==> config.mk <==
export PLATFORM = sky130hd
export DESIGN_NAME = flash_sweep_seq
export DESIGN_NICKNAME = d
export VERILOG_FILES = /design/src/rtl/flash_sweep_seq.sv
export SDC_FILE = /design/constraint.sdc
export NUM_CORES = 1
export LEC_CHECK = 0
export BUFFER_PORTS_ARGS = -buffer_cell sky130_fd_sc_hd__buf_2
export CAP_MARGIN = 20
export CORE_MARGIN = 2
export CORE_UTILIZATION = 39
export DETAILED_ROUTE_END_ITERATION = 16
export GPL_ROUTABILITY_DRIVEN = 0
export PLACE_DENSITY = 0.57
export SYNTH_ARGS = -nofsm -noshare
export SYNTH_HDL_FRONTEND = slang
export SYNTH_SLANG_ARGS = --single-unit
export TNS_END_PERCENT = 30
==> constraint.sdc <==
create_clock -name clk -period 4.7 [get_ports clk]
set_input_delay 0.47 -clock clk [delete_from_list [all_inputs] [get_ports clk]]
set_output_delay 0.47 -clock clk [all_outputs]
set_load 0.05 [all_outputs]
==> src/rtl/flash_sweep_seq.sv <==
// flash_sweep_seq: drives the flasher width/level/rate inputs,
// either manual passthrough or a PPS-paced level x width sweep.
module flash_sweep_seq (
  input  logic       clk,
  input  logic       rst,
  input  logic       one_pps,
  input  logic       start,
  input  logic       abort,
  input  logic [3:0] man_width,
  input  logic [4:0] man_level,
  input  logic [2:0] man_rate,
  input  logic [4:0] lvl_start,
  input  logic [4:0] lvl_stop,
  input  logic [4:0] lvl_step,
  input  logic [3:0] wid_start,
  input  logic [3:0] wid_stop,
  input  logic [7:0] dwell,
  input  logic [2:0] sweep_rate,
  output logic [3:0] width,
  output logic [4:0] level,
  output logic [2:0] rate,
  output logic       busy,
  output logic       done,
  output logic [9:0] point_idx
);

  typedef enum logic [1:0] {
    S_IDLE,
    S_ARM,
    S_DWELL,
    S_DONE
  } state_t;

  state_t     state_q, state_d;
  logic       sync1_q, sync1_d;
  logic       sync2_q, sync2_d;
  logic       sync3_q, sync3_d;
  logic [3:0] width_q, width_d;
  logic [4:0] level_q, level_d;
  logic [2:0] rate_q, rate_d;
  logic       busy_q, busy_d;
  logic       done_q, done_d;
  logic [9:0] pidx_q, pidx_d;
  logic [7:0] dcnt_q, dcnt_d;
  logic [4:0] lstart_q, lstart_d;
  logic [4:0] lstop_q, lstop_d;
  logic [4:0] lstep_q, lstep_d;
  logic [3:0] wstop_q, wstop_d;
  logic [7:0] dwell_q, dwell_d;

  logic       pps_tick;
  logic [5:0] nxt_lvl;
  logic [7:0] cnt_inc;

  // PPS synchronizer chain plus edge-detect history flop
  always_comb begin
    sync1_d = one_pps;
    sync2_d = sync1_q;
    sync3_d = sync2_q;
  end

  assign pps_tick = sync2_q & ~sync3_q;

  // Sweep sequencer: next state, outputs and latched config
  always_comb begin
    state_d  = state_q;
    width_d  = width_q;
    level_d  = level_q;
    rate_d   = rate_q;
    busy_d   = busy_q;
    done_d   = 1'b0;
    pidx_d   = pidx_q;
    dcnt_d   = dcnt_q;
    lstart_d = lstart_q;
    lstop_d  = lstop_q;
    lstep_d  = lstep_q;
    wstop_d  = wstop_q;
    dwell_d  = dwell_q;
    nxt_lvl  = {1'b0, level_q} + {1'b0, lstep_q};
    cnt_inc  = dcnt_q + 8'd1;
    unique case (state_q)
      S_IDLE: begin
        width_d = man_width;
        level_d = man_level;
        rate_d  = man_rate;
        busy_d  = 1'b0;
        if (start) begin
          state_d  = S_ARM;
          lstart_d = lvl_start;
          lstep_d  = (lvl_step == 5'd0) ? 5'd1 : lvl_step;
          lstop_d  = (lvl_stop < lvl_start) ? lvl_start : lvl_stop;
          wstop_d  = (wid_stop < wid_start) ? wid_start : wid_stop;
          dwell_d  = (dwell == 8'd0) ? 8'd1 : dwell;
          width_d  = wid_start;
          level_d  = lvl_start;
          rate_d   = sweep_rate;
          pidx_d   = 10'd0;
          busy_d   = 1'b1;
          dcnt_d   = 8'd0;
        end
      end
      S_ARM: begin
        if (abort) begin
          state_d = S_IDLE;
          busy_d  = 1'b0;
        end else if (pps_tick) begin
          state_d = S_DWELL;
        end
      end
      S_DWELL: begin
        if (abort) begin
          state_d = S_IDLE;
          busy_d  = 1'b0;
        end else if (pps_tick) begin
          if (cnt_inc == dwell_q) begin
            dcnt_d = 8'd0;
            if (nxt_lvl <= {1'b0, lstop_q}) begin
              level_d = nxt_lvl[4:0];
              pidx_d  = pidx_q + 10'd1;
            end else if (width_q < wstop_q) begin
              level_d = lstart_q;
              width_d = width_q + 4'd1;
              pidx_d  = pidx_q + 10'd1;
            end else begin
              state_d = S_DONE;
              done_d  = 1'b1;
            end
          end else begin
            dcnt_d = cnt_inc;
          end
        end
      end
      S_DONE: begin
        state_d = S_IDLE;
        busy_d  = 1'b0;
      end
      default: begin
        state_d = S_IDLE;
      end
    endcase
  end

  // State, output and config registers with synchronous reset
  always_ff @(posedge clk) begin
    if (rst) begin
      state_q  <= S_IDLE;
      sync1_q  <= 1'b0;
      sync2_q  <= 1'b0;
      sync3_q  <= 1'b0;
      width_q  <= 4'd0;
      level_q  <= 5'd0;
      rate_q   <= 3'd0;
      busy_q   <= 1'b0;
      done_q   <= 1'b0;
      pidx_q   <= 10'd0;
      dcnt_q   <= 8'd0;
      lstart_q <= 5'd0;
      lstop_q  <= 5'd0;
      lstep_q  <= 5'd1;
      wstop_q  <= 4'd0;
      dwell_q  <= 8'd1;
    end else begin
      state_q  <= state_d;
      sync1_q  <= sync1_d;
      sync2_q  <= sync2_d;
      sync3_q  <= sync3_d;
      width_q  <= width_d;
      level_q  <= level_d;
      rate_q   <= rate_d;
      busy_q   <= busy_d;
      done_q   <= done_d;
      pidx_q   <= pidx_d;
      dcnt_q   <= dcnt_d;
      lstart_q <= lstart_d;
      lstop_q  <= lstop_d;
      lstep_q  <= lstep_d;
      wstop_q  <= wstop_d;
      dwell_q  <= dwell_d;
    end
  end

  assign width     = width_q;
  assign level     = level_q;
  assign rate      = rate_q;
  assign busy      = busy_q;
  assign done      = done_q;
  assign point_idx = pidx_q;

endmodule

Word-level counts from Yosys, hierarchy flattened
Index checks and enable logic that the tools add are counted.
{"block": "totals", "ff_bits": 64, "input_bits": 51}
{"block": "classes", "addsub": 4, "magnitude_cmp": 4, "n_eq_ne": 17, "muxes": 44, "bitwise_logic": 5, "reduce_logical": 12}
{"cell": "$mux W10", "count": 6}
{"cell": "$mux W5", "count": 8}
{"cell": "$mux W8", "count": 5}
{"cell": "$mux W4", "count": 7}
{"cell": "$pmux W10 S2", "count": 1}
{"cell": "$ne A3 B3 Y1 const B", "count": 6}
{"cell": "$reduce_and A6 Y1", "count": 3}
{"cell": "$mux W2", "count": 8}
{"cell": "$pmux W8 S2", "count": 1}
{"cell": "$ne A2 B2 Y1 const B", "count": 6}
{"cell": "$add A10 B1 Y10 const B", "count": 1}
{"cell": "$pmux W5 S2", "count": 1}
{"cell": "$add A8 B1 Y8 const B", "count": 1}
{"cell": "$eq A8 B8 Y1", "count": 1}
{"cell": "$logic_not A8 Y1", "count": 1}
{"cell": "$lt A4 B4 Y1", "count": 2}
{"cell": "$pmux W2 S4", "count": 1}
{"cell": "$pmux W4 S2", "count": 1}
{"cell": "$add A5 B5 Y6", "count": 1}
{"cell": "$le A6 B5 Y1", "count": 1}
{"cell": "$reduce_or A6 Y1", "count": 1}
{"cell": "$logic_not A5 Y1", "count": 1}
{"cell": "$lt A5 B5 Y1", "count": 1}
{"cell": "$reduce_and A5 Y1", "count": 1}
{"cell": "14 further kinds", "count": 20}

Logic depth before layout (Yosys ltp)
Gate-level depths: netlist (run 1).
{"block": "depth", "word_depth": 7, "mapped_depth": 14}

Least setup slack after synthesis (run 1)
OpenSTA, ideal clock, no wires.
{"block": "synth_timing", "kind": "register to register", "start": "register level_q[0], in the netlist level[0]", "end": "register pidx_q[8], in the netlist point_idx[8]", "setup_ps": 69, "arrival_ps": 3375, "required_ps": 4631, "path_slack_ps": 1256, "stages_incl_launch_ff": 14, "path_buffers": 1, "cell_sequence": "dfxtp_1 -> ha_1 -> fa_1 -> a21o_1 -> a21oi_1 -> xnor2_1 -> ha_1 -> or3_1 -> o22ai_1 -> and2_1 -> clkbuf_1 -> o2111ai_1 -> or3_1 -> o21ai_1"}
{"block": "synth_via", "elab_chain_cells": 7, "word_cells_on_any_way": 9}
{"element": "start: declaration", "line": "39", "source": "logic [4:0] level_q, level_d;"}
{"element": "start signal: assignment", "line": "168", "source": "level_q <= level_d;"}
{"element": "$add A5 B5 Y6 (*)", "line": "79", "source": "nxt_lvl = {1'b0, level_q} + {1'b0, lstep_q};"}
{"element": "$le A6 B5 Y1 (*)", "line": "117", "source": "if (nxt_lvl <= {1'b0, lstop_q}) begin"}
{"element": "$mux W10", "line": "117"}
{"element": "$mux W10", "line": "115", "source": "if (cnt_inc == dwell_q) begin"}
{"element": "$mux W10", "line": "114", "source": "end else if (pps_tick) begin"}
{"element": "$mux W10", "line": "111", "source": "if (abort) begin"}
{"element": "$pmux W10 S2", "line": "81", "source": "unique case (state_q)"}
{"element": "end signal: assignment", "line": "172", "source": "pidx_q <= pidx_d;"}
{"element": "end: declaration", "line": "43", "source": "logic [9:0] pidx_q, pidx_d;"}
Mark *: on every way between the ends. The rest lies on a longest branch, timed or not. The select of a mux whose other input is x is not followed.
A chain may end at the register's enable or synchronous reset.

Final worst setup path (run 1)
{"block": "layout_timing", "start": "register level_q[0], in the netlist level[0]", "end": "register pidx_q[6], in the netlist point_idx[6]"}
The elaborated chain is that of the path after synthesis.

==> summary.md, run 1 <==
The flow ran to the end, and the final reports show no timing, DRC or antenna violations. The launching element of the worst setup path is level[0]. The capturing point of the worst reg2reg path was point_idx[6].

Kind of critical path: flip-flop to flip-flop. The layer flagged by global routing as most heavily used is met2. The logs give 3930 sq um for the cell area after technology mapping and 557 for the number of nets in the synthesized netlist. Global routing consumed, on the met1 layer, 25.8% of the routing resources.

The run gives 0 as the remaining global-route overflow. The synthesized design contains 0 enable-type register cells. Among all flip-flop cells after synthesis, the most frequent one is dfxtp_1. The fraction of the core area covered by cells at the end of the flow was 46.2%. From bottom edge to top edge, the die measures 104 microns. For the proportion of synthesized chip area in sequential cells, the log shows 32.6%. The run gives 3577 as the overall via count from detail_route. The tools report the number of buffers inserted to repair setup after CTS as 0. Initial antenna violation count: 0.

In this run the remaining antenna-violating nets after routing total 0. The clock tree synthesis step divided the H-tree into 3 levels. The top-level I/O count was 75; the number of global-route vias before repair was 3408. Counting instances in the post-synthesis netlist gives the leading cell types as dfxtp_1 (64), nand2_1 (58), a21oi_1 (49).

The synthesized netlist devotes 23.5% of its cell area to compound gates. Setup repair after global routing left no endpoint under its margin. Fill cells in the final layout number 1005. The tools report the relative slew slack as 39.7%. The tools report the met3 track demand over resource in global routing as 3.32%. The cell count after synthesis came out at 478.

Clock-pin slew was measured on the worst setup and hold paths at 0.07 ns. The min-delay analysis places its worst path in the category primary input to flip-flop. The run gives 0.346 ns as the worst hold slack. In this run, synthesis produced a sequential element count of 64. Measured in cells, the most critical reg-to-reg path has a length of 12. The repair_antennas step left the layout with diodes totalling 0. The post-synthesis average cell area is 8.22 sq um, and the number of core rows is 36. The root buffer cell chosen for the clock tree is clkbuf_8.

For the total half-perimeter wirelength after legalization and detailed placement, the log shows 7250 microns. The run gives 64 as the clock sink count. Traced cell by cell, the critical path runs through ha_1 > fa_1 > a21o_1 > a21oi_1 > xnor2_1 > ha_1 > or3_1 > o22ai_1 > a31o_2 > a31oi_1 > or4b_1 > a21oi_1.

In this run the biggest area consumer among cell types represents 32.6% of the synthesized area. Summing all multi-input logic gate instances after layout gives 2390 sq um. The number of max-slew violations in the final report was 0.

The count of buffers added on input and output ports is 74. After detailed routing, the average wire length per cell comes to 14.6 microns. The tools report the area enclosed by the die boundary as 10900 sq um.

For the overall track demand over capacity in global routing, the log shows 18.8%. The worst hold path was traced through 2 stages. The dominant combinational cell family by area after synthesis is compound AO/OA/AOI/OAI gates. During synthesis, Yosys emitted a total of 0 warnings. For this block, the routed nets add up to 9900 microns of wire. The placed instances occupy a cell area of 4320 sq um.

The later pin in the worst-skew pair is clocked with a latency of 0.35 ns. The critical path contains buffers and inverters numbering 0 combined. The ratio of total power to cell area is 356 nW/um^2. The fraction of synthesized area in multiplexers works out to 4.62%.

The delay of the slowest cell on the worst path was 0.59 ns. In this run the critical register-to-register path is launched from level[0]. The logs give 4.96 ns for the required time of the critical path and 69 for the count of unique library cells instantiated by Yosys.

STA classifies the critical path startpoint as a flip-flop. The biggest area consumer among synthesized cells is dfxtp_1. The most critical setup path has its endpoint at point_idx[6]. dfxtp_1 is the most common cell in the netlist. The die extent in x is 104 microns, and the share of synthesized cell area in full adder, half adder and majority cells is 9.11%. The proportion of layout cells with a drive suffix above 1 came out at 18.9%.

For the largest vdd supply drop, the log shows 0.136 mV. Summed over all failing endpoints, the final setup total negative slack is 0 ns. The DRC violations left is 0, and the reg-to-reg setup timing slack is 1.08 ns. The final number of hold-violating endpoints was 0; the detailed-routing iteration count for the pre-antenna-repair pass was 4.

Shortest clock period the worst path allows after layout: 3.62 ns. The number of hold buffers added after CTS was 0; the final net count was 620. Of all flip-flops after synthesis, the portion carrying an async set or reset was 0%. Of the available clock period, the critical path in the final layout requires 77.1%. The logs give 276 MHz for the highest attainable clock frequency and 0 for the total of cells resized after clock tree synthesis.

After the first detailed-routing iteration, the DRC count stood at 127. By area the synthesized netlist is led by dfxtp_1 (33%), ha_1 (8.6%), a21oi_1 (6.2%). Critical path endpoint category: a flip-flop. The tools report the placeable core area as 9770 sq um. The flip-flop and latch area is 1280 sq um, and the leakage power figure is 1.96 nW.

The finished cells cover 4510 sq um. Family of cells with the greatest summed delay on the critical path: compound AO/OA/AOI/OAI gates. The initial utilization of the core area, before any placement, comes to 40.2%.

The basic-gate share of the synthesized area counting and, or, nand and nor cells was 20.9%. Clock skew on the completed layout was measured at 0.0112 ns. After detailed routing, the number of vias per cell comes to 5.27. Overall power consumption after layout is estimated at 1.61 mW. Clock tree synthesis inserted a total of 9 buffers.

Entering global routing, the biggest net connects 43 pins. The number of logic stages on the critical path including buffering is 12, and the xor-xnor portion of the synthesized cell area is 2.67%. The actual slew at the worst max-slew pin came out at 0.900 ns. For met2 alone, demand over resource in global routing was 29.6%.

The area added between synthesis and finish works out to 14.9%. The top fanout value on the critical path was 11. Standard cell with the maximum stage delay on the critical path: or4b_1. The final number of setup-violating endpoints is 0, and the wire length of the first global-routing pass is 16600 microns.

The maximum number of buffers from clock root to sink is 2, and the arrival time at the worst endpoint is 3.88 ns. Max-cap violations in this run came to 0. TritonCTS built the clock tree.
==> worst min-delay path by stage <==
stage                      startpoint    endpoint  slack, ns
after floorplan               sync1_q     sync2_q       0.41
after global placement        sync1_q     sync2_q       0.44
after detailed placement      sync1_q     sync2_q       0.44
after CTS                     one_pps     sync1_q       0.34
after global routing      lvl_step[1]  lstep_q[1]       0.36
final                         one_pps     sync1_q       0.35
==> where the power goes <==
part | leakage, nW | internal, mW | switching, mW
combinational | 1.33 | 0.175 | 0.323
clock | 0.103 | 0.273 | 0.217
sequential | 0.524 | 0.586 | 0.0323
total | 1.96 | 1.03 | 0.572
==> layout make-up <==
cell class | instances | share of cell area, %
Inverter | 27 | 2.25
Multi-Input combinational cell | 364 | 52.9
Tap cell | 133 | 3.69
Timing Repair Buffer | 75 | 8.37
Sequential cell | 64 | 28.4
Clock inverter | 3 | 0.887
Clock buffer | 13 | 3.52
==> layout by cell type, fill, tap and decap left out, types with 10 or more instances in the layout <==
master,synthesis,routed
a211oi_1,11,11
a21oi_1,49,49
a31oi_1,11,11
buf_2,0,74
clkbuf_8,5,11
dfxtp_1,64,64
ha_1,27,27
inv_1,26,26
mux2i_1,17,17
nand2_1,58,58
nand3_1,10,10
nor2_1,32,32
o21ai_0,29,29
==> layer usage <==
layer | routed length, microns | vias to the layer above | share of wire, %
met2 | 4490 | 76 | 45
met3 | 355 | 11 | 3.6
li1 | - | 1845 | -
met5 | 0 | - | 0
met4 | 124 | 0 | 1.3
met1 | 4940 | 1645 | 50
==> metrics by stage <==
| stage | std cells | setup WS [ns] |
|---|---|---|
| after floorplan | 478 | 1.26 |
| after detailed placement | 663 | 1.18 |
| after CTS | 679 | 1.12 |
| after global routing | 679 | 0.903 |
| final | 679 | 1.08 |
| after global placement | 663 | 1.28 |
==> sequential cells by signal, summed over array words and instances, names as in the netlist <==
name	count
point_idx	10
dcnt_q	8
dwell_q	8
level	5
lstart_q	5
lstep_q	5
lstop_q	5
width	4
wstop_q	4
rate	3
state_q	2
busy	1
done	1
sync1_q	1
sync2_q	1
sync3_q	1
==> kinds of logic (layout without fill, tap and decap cells) <==
kind of cell,Yosys count,after routing
AND/OR/NAND/NOR,163,163
AO/OA/AOI/OAI,143,143
flip-flops,64,64
buffers and inverters,50,118
adder cells (fa/ha/maj),28,28
multiplexers,18,18
XOR/XNOR,12,12
Power figures use the tool's default switching activity.
==> run 2: changes to the inputs <==
Settings changed: ABC_AREA from default to 1.
Clock period 4.7 ns to 3.55 ns, I/O delays scaled along.
==> run 2 against run 1 <==
  * Synthesized area down 0.19%
  * Non-clock buffer count is 3 higher
  * Clock power rose by 33%
  * Worst hold slack worse by 0.14 ns
  * Setup slack worse by 0.54 ns
  * Sequential power is 70% higher
  * Utilization increased by 0.91 points
  * Die area decreased by 0.18%
  * Critical path type unchanged
  * Highest routed layer unchanged
  * Global-route usage up 0.41 points
==> summary.md, run 2 <==
The dominant register cell in the synthesized netlist was dfxtp_1. Counting instances in the post-synthesis netlist gives the leading cell types as nand2_1 (133), inv_1 (85), a21oi_1 (65). Net switching is 49.4% of the power. Headroom to the max-slew limit came out at 47.4%.

The count of nets left with antenna violations after detail routing is 0, and the number of buffers inserted to repair setup after CTS is 0. Counting cells, the worst reg-to-reg path comes to 17. Port buffering added 74 buffers.

After the flow finishes, the layout carries non-filler instances totaling 805. For the final number of hold-violating endpoints, the log shows 0. The number of DRC violations after detailed-routing iteration 0 was 134. The startpoint identified for the worst register-to-register timing path is level[2]. Timing would allow up to 331 MHz. For the reg-to-reg setup timing slack, the log shows 0.53 ns. The number of different library cells used by synthesis comes to 31. The clock period could shrink to 3.02 ns.

Entering global routing, the biggest net connects 38 pins. Of all flip-flops after synthesis, the portion carrying an async set or reset was 0%. The synthesized design contains 64 register bits. The tools report the count of antenna diodes in the layout as 0. In this run the critical register-to-register path is captured at point_idx[5]. The initial antenna violation count came out at 0. For this run the aggregate overflow at the end of global routing stands at 0.

For the number of global-route vias before repair, the log shows 3822. The worst setup path is launched from a flip-flop. The sink of the worst hold path was sync1_q. For this run, the number of Yosys warnings is 0.

For this run, the post-layout net count is 746. The synthesized instance count came out at 598. The routed layout has 3962 vias. The worst-case IR drop observed on VDD is 0.360 mV. The first detailed-routing pass ran for 4 iterations.

Final number of setup-violating endpoints: 0. The synthesized design devotes to its leading area cell type 32.7% of total area. The ratio of total power to cell area works out to 825 nW/um^2.

The sequential power share was 27.7%; the number of synthesized flops with an enable pin was 0. The proportion of layout cells with a drive suffix above 1 is 15.3%. The hold path depth was 3; the combinational fraction of design power was 55.1%. The library cell used most frequently in the layout, excluding fill and tap cells, is nand2_1. For the DRC violations left, the log shows 0. Dividing the detail-routed wire length by the instance count gives 12.3 microns. Counting tap cells, the placed design contains a total of 789 instances. For this run, the total global-route usage over all layers was measured as 19.2%.

Worst setup skew after layout: 0.00744 ns. The clock network burns 17.1% of the power. The top-level I/O count was 75. The tools report the clock root buffer as clkbuf_8. The net switching component of the power is 1.88 mW, and the count of filler cells inserted in the layout is 1054. Across the run, the number of max-cap violations was 0.

The critical path endpoint category was a flip-flop. The die extent in x is 104 microns, and the flip-flop count of the largest register after layout is 10. The analysis attributes to cell leakage a power of 2.27 nW. The total power was 3.80 mW; the total wire length was 9920 microns.

Once placement finished, the instance area stood at 4400 sq um. Ratio of routed vias to standard cells: 4.92. The fraction of the core area covered by cells at the end of the flow was 47.1%; the number of nets in the synthesized netlist was 677. In this run the standard cell core region covers 9770 sq um.

In this run the worst hold path is classified as primary input to flip-flop. Leaving out fill and tap cells, the most frequent cells in the layout are nand2_1 (133), inv_1 (85), buf_2 (74). The run finished with clean final reports. The logs give 32.7% for the proportion of synthesized chip area in sequential cells and 0 for the number of hold buffers added after CTS. The tools report the total of cells resized after clock tree synthesis as 0. The critical path in this run is classified as flip-flop to flip-flop.

STA puts the critical path data arrival time at 3.25 ns. Summed over all failing endpoints, the final setup total negative slack is 0 ns. Dividing the final minimum period by the clock period gives 85.0%.

TritonCTS built the clock tree. After clock tree synthesis, the clock-pin slew on the worst setup and hold paths is 0.07 ns. The post-route standard cell area excluding fillers was 4600 sq um; the area enclosed by the die boundary was 10900 sq um. The actual slew at the worst max-slew pin came out at 0.788 ns. The wire-length estimate of the detail-placed layout is 7490 microns. The run gives 0.34 ns as the clock insertion delay at the later pin of the skew report. The number of core rows was 36; the post-synthesis average cell area was 6.56 sq um. The flip-flop and latch area was 1280 sq um.

The number of buffers inserted during clock tree synthesis is 9. The clock sink count was 64. Compared with the post-synthesis result, the final layout area differs by 17.4%.

The number of max-slew violations in the final report is 0. Source of the worst hold timing path: one_pps. The biggest area contributor in the post-synthesis netlist is dfxtp_1. The internal power was 1.92 mW; the wire length of the first global-routing pass was 17400 microns.

Setup repair after global routing left no endpoint under its margin. Summing all multi-input logic gate instances after layout gives 2230 sq um. The tools report the maximum number of buffers from clock root to sink as 2. The floorplan die height was 104 microns. Along the worst path, the maximum fanout reaches 20. The initial core utilization is 40.1%. For the worst setup path, the data required time is 3.78 ns.

The most instantiated library cell after synthesis was nand2_1. Summing every instance area after synthesis gives 3920 sq um. By area the synthesized netlist is led by dfxtp_1 (33%), nand2_1 (13%), ha_1 (8.6%). The H-tree was split into 3 levels.
==> run 2: cells by family (layout without fill, tap and decap cells) <==
logic type	Yosys count	in the layout	share of synthesized area, %
and+or+nand+nor	259	259	28.1
adders and majority gates	28	28	9.12
buffers and inverters	108	182	10.6
AOI/OAI and AO/OA	133	133	18.2
xor gates and xnor gates	6	6	1.34
DFF	64	64	32.7
==> run 2: per-stage QoR <==
step	hold slack, ns	setup slack, ns
after floorplan	0.388	0.735
after global placement	0.391	0.655
after detailed placement	0.402	0.533
after CTS	0.200	0.497
after global routing	0.203	0.118
final	0.211	0.533
==> run 2: worst max-delay path, cell delays in order, from the launching register on <==
cell and delay, ns:
dfxtp_1 0.33, ha_1 0.35, a21oi_1 0.17, o21ai_0 0.13
xor2_1 0.17, ha_1 0.30, nand2_1 0.06, inv_1 0.05
nand2_1 0.06, nand2_1 0.04, nand2_1 0.05, nand2_1 0.04
nand2_1 0.07, nand3_1 0.15, nand2_1 0.16, nand4_2 0.44
o21bai_1 0.29, nor2_1 0.05
==> run 2: how the worst max path moves through the flow <==
stage | start | endpoint | slack (ns) | cells past startpoint
2_1_floorplan | level[2] | point_idx[2] | 0.74 | 18
3_3_place_gp | level[0] | point_idx[2] | 0.66 | 16
3_5_place_dp | level[2] | point_idx[0] | 0.53 | 17
4_1_cts | level[2] | point_idx[5] | 0.50 | 17
5_1_grt | level[2] | point_idx[3] | 0.12 | 17
6_report | level[2] | point_idx[5] | 0.53 | 17
==> run 2: routing by layer <==
metal	global-route usage, %	wire (microns)	part of all wire (%)	vias to the layer above
met4	4.63	92	0.93	0
met2	33.1	4610	46	69
met3	4.14	341	3.4	9
met1	24.4	4870	49	1791
met5	0	0	0	-
li1	-	-	-	2093
==> run 2: final cells by class <==
type | instances | area share (%)
flip-flops and latches | 64 | 27.8
multi-input cells | 426 | 48.4
clock inverters | 3 | 0.870
well taps | 133 | 3.62
repair buffers | 78 | 8.70
inverters | 88 | 7.18
clock buffers | 13 | 3.45
==> run 2: power by group through the flow <==
stage / combinational [mW] / sequential (mW) / clock (mW)
final: 2.09 / 1.05 / 0.650
after global routing: 2.42 / 1.08 / 0.697
after CTS: 2.12 / 1.05 / 0.664
after detailed placement: 2.11 / 1.07 / 0
after global placement: 2.07 / 1.06 / 0
after floorplan: 1.39 / 1.33 / 0
==> run 3: changes to the inputs <==
Clock period 3.55 ns to 2.88 ns, I/O delays scaled along.
==> run 3 against run 2 <==
  * Fmax rose by 12%
  * Wire length is 2.5% higher
  * First-iteration DRC count up 4.5%
  * Critical endpoint is now point_idx[3]
  * Sequential cell count unchanged
  * Non-clock buffer count rose by 4
  * Count of clock-buffer cells in the layout shrank 3
  * Clock skew shrank 0.0010 ns
  * Cell count grew 0.50%
  * Worst hold slack got worse by 0.072 ns
  * Register-to-register slack worse by 0.36 ns
  * Sequential share of layout area shrank 0.54 points
  * Via count grew 2.1%
==> summary.md, run 3 (synthesized netlist as in run 2, its figures left out) <==
The relative slew slack is 40.2%. At the worst endpoint, the required time is 3.14 ns. Derived from the worst setup path, the maximum achievable clock frequency is 370 MHz.

75 I/O pins were placed. Startpoint of the most critical register-to-register path: level[2]. The remaining global-route overflow came out at 0.

The shortest clock period the worst path allows after layout was 2.70 ns. The tools report the number of max-slew violations in the final report as 0. Cells with a size suffix above 1 make up 17.3% of the layout. The logs give 0 for the number of hold buffers added after CTS and 0 for the max-cap check violation count. The area added between synthesis and finish was 19.7%; the overall track demand over capacity in global routing was 19.4%.

Clock tree synthesis found a total of 64 sinks. The total half-perimeter wirelength after legalization and detailed placement was 7590 microns; the count of antenna diodes in the layout was 0. The tools report the number of DRC violations after detailed-routing iteration 0 as 140. The cell sitting at the root of the clock tree is a clkbuf_8. For the initial antenna violation count, the log shows 0. After detailed routing, the total wire length is 10200 microns. The first global-routing pass estimated 17300 microns of wire.

From left edge to right edge, the die measures 104 microns. The flip-flop and latch area came out at 1280 sq um. The run finished with clean final reports. Source of the worst hold timing path: one_pps. For this run, the slowest stage of the critical path takes 0.35 ns. The clock transition at the registers of the reported paths is 0.07 ns.

In this run the power density over the cells is 1040 nW/um^2. The most critical setup path has its startpoint at level[2]. Traced cell by cell, the critical path runs through ha_4 > nand2_1 > o21ai_0 > xor2_1 > ha_1 > nand2_1 > inv_1 > nand2_1 > nand2_1 > nand2_1 > nand2_1 > nand2_1 > nand3_2 > nand2_2 > nand4_2 > buf_4 > o21bai_1 > nor2_1. The number of core rows came out at 36. Counting buffers and inverters, the worst setup path is 18 cells deep.

For the worst-skew pair, the clock arrives at the later sink with an insertion delay of 0.36 ns. Among cell families on the critical path, the largest total delay comes from simple AND/OR/NAND/NOR gates. STA classifies the critical path endpoint as a flip-flop. The logs give 38 for the maximum number of pins on one net before global-route repair and 40.1% for the initial core utilization. Dividing the detail-routed wire length by the instance count gives 12.6 microns. The worst path buffer plus inverter count was 2.

Clock tree synthesis inserted a total of 9 buffers. The largest individual stage delay along the critical path comes from the cell dfxtp_1. The logs give 809 for the final non-filler cell total and 0 for the final number of hold-violating endpoints.

The type of the most critical hold path is primary input to flip-flop. After layout, the worst setup slack is 0.178 ns. The cell that appears most often on the critical path is nand2_1. The hold path depth works out to 3. Leakage power figure: 2.30 nW.

In the layout the commonest cells are nand2_1 (131), inv_1 (85), buf_2 (74). Of the available clock period, the critical path in the final layout requires 93.8%. Number of buffers inserted to repair setup after CTS: 0. The worst slack after detailed placement was 0.135 ns; the number of I/O port buffers was 74. Leading cell type in the layout, fill and taps excluded: nand2_1.

In this run, placement finished with an instance count of 793. On the final layout, the worst clock skew is 0.00639 ns. The tools report the count of filler cells inserted in the layout as 1023. For the number of global-route vias before repair, the log shows 3856. In the routed design, unresolved DRC markers number 0. At the end of the flow, the number of nets in the layout was 750.

At the pin with the least slew margin, the transition time is 0.896 ns. Measured in cells, the most critical reg-to-reg path has a length of 18. The H-tree was split into 3 levels. The area taken by multi-input logic gates is 2270 sq um, and the final number of setup-violating endpoints is 0.

The clock passes through at most 2 buffers. The ratio of routed vias to standard cells works out to 5.00. STA classifies the critical path startpoint as a flip-flop. In this run, post-CTS repair resized a total of 0 instances.

The count of nets left with antenna violations after detail routing is 0. VDD sags by at most 0.413 mV. The tools report the arrival time at the worst endpoint as 2.96 ns. The kind of critical path was flip-flop to flip-flop. The detailed-routing iteration count for the pre-antenna-repair pass is 4.

The die is 104 microns tall. The register with the most flip-flops in the layout has 10 of them. TritonCTS built the clock tree.

Of all nets on the critical path, the largest fanout is 20. The floorplan step defined a die boundary enclosing 10900 sq um. The core region is 9770 sq um. Across all layers, the routed design uses 4044 vias.
==> run 3: tightest hold or removal path: cells and delay by family <==
kind	cells	cell delay [ns]
simple gates	1	0.03
buf+inv	2	0.14
==> run 3: per-stage QoR <==
stage | instance area (sq um) | hold slack (ns) | setup TNS (ns) | util (%) | power [mW]
after floorplan | 3920 | 0.388 | 0 | - | 3.34
after global placement | 4430 | 0.391 | 0 | 45.4 | 3.91
after detailed placement | 4430 | 0.395 | 0 | 45.4 | 3.97
after CTS | 4650 | 0.127 | 0 | 47.6 | 4.86
after global routing | 4690 | 0.129 | -0.0154 | 48.0 | 5.34
final | 4690 | 0.139 | 0 | 48.0 | 4.89
==> run 3: layer usage <==
metal  up-vias  GRT usage (%)  part of all wire (%)  wire, microns
met2        96           32.5                    47           4750
met4         0           7.63                   1.3            134
met3        13           3.20                   4.0            405
li1       2098              -                     -              -
met5         -              0                     0              0
met1      1837           24.7                    48           4880
==> run 3: worst paths after layout <==
kind,slack (ns),end
worst max-delay path,0.18,point_idx[3]
worst min-delay path,0.14,sync1_q
worst max register to register,0.18,point_idx[3]
worst min register to register,0.40,sync2_q
==> run 3: power by group <==
group / internal [mW] / total [mW] / switching, mW
Combinational: 0.883 / 2.71 / 1.82
Sequential: 1.12 / 1.31 / 0.184
Clock: 0.506 / 0.881 / 0.375
==> run 3: area by class of cell <==
| cell class | count | area share [%] |
|---|---|---|
| multi-input combinational | 426 | 48.3 |
| sequential | 64 | 27.3 |
| timing repair buffer | 82 | 9.17 |
| inverter | 88 | 7.04 |
| tap | 133 | 3.54 |
| clock buffer | 10 | 2.93 |
| clock inverter | 6 | 1.76 |
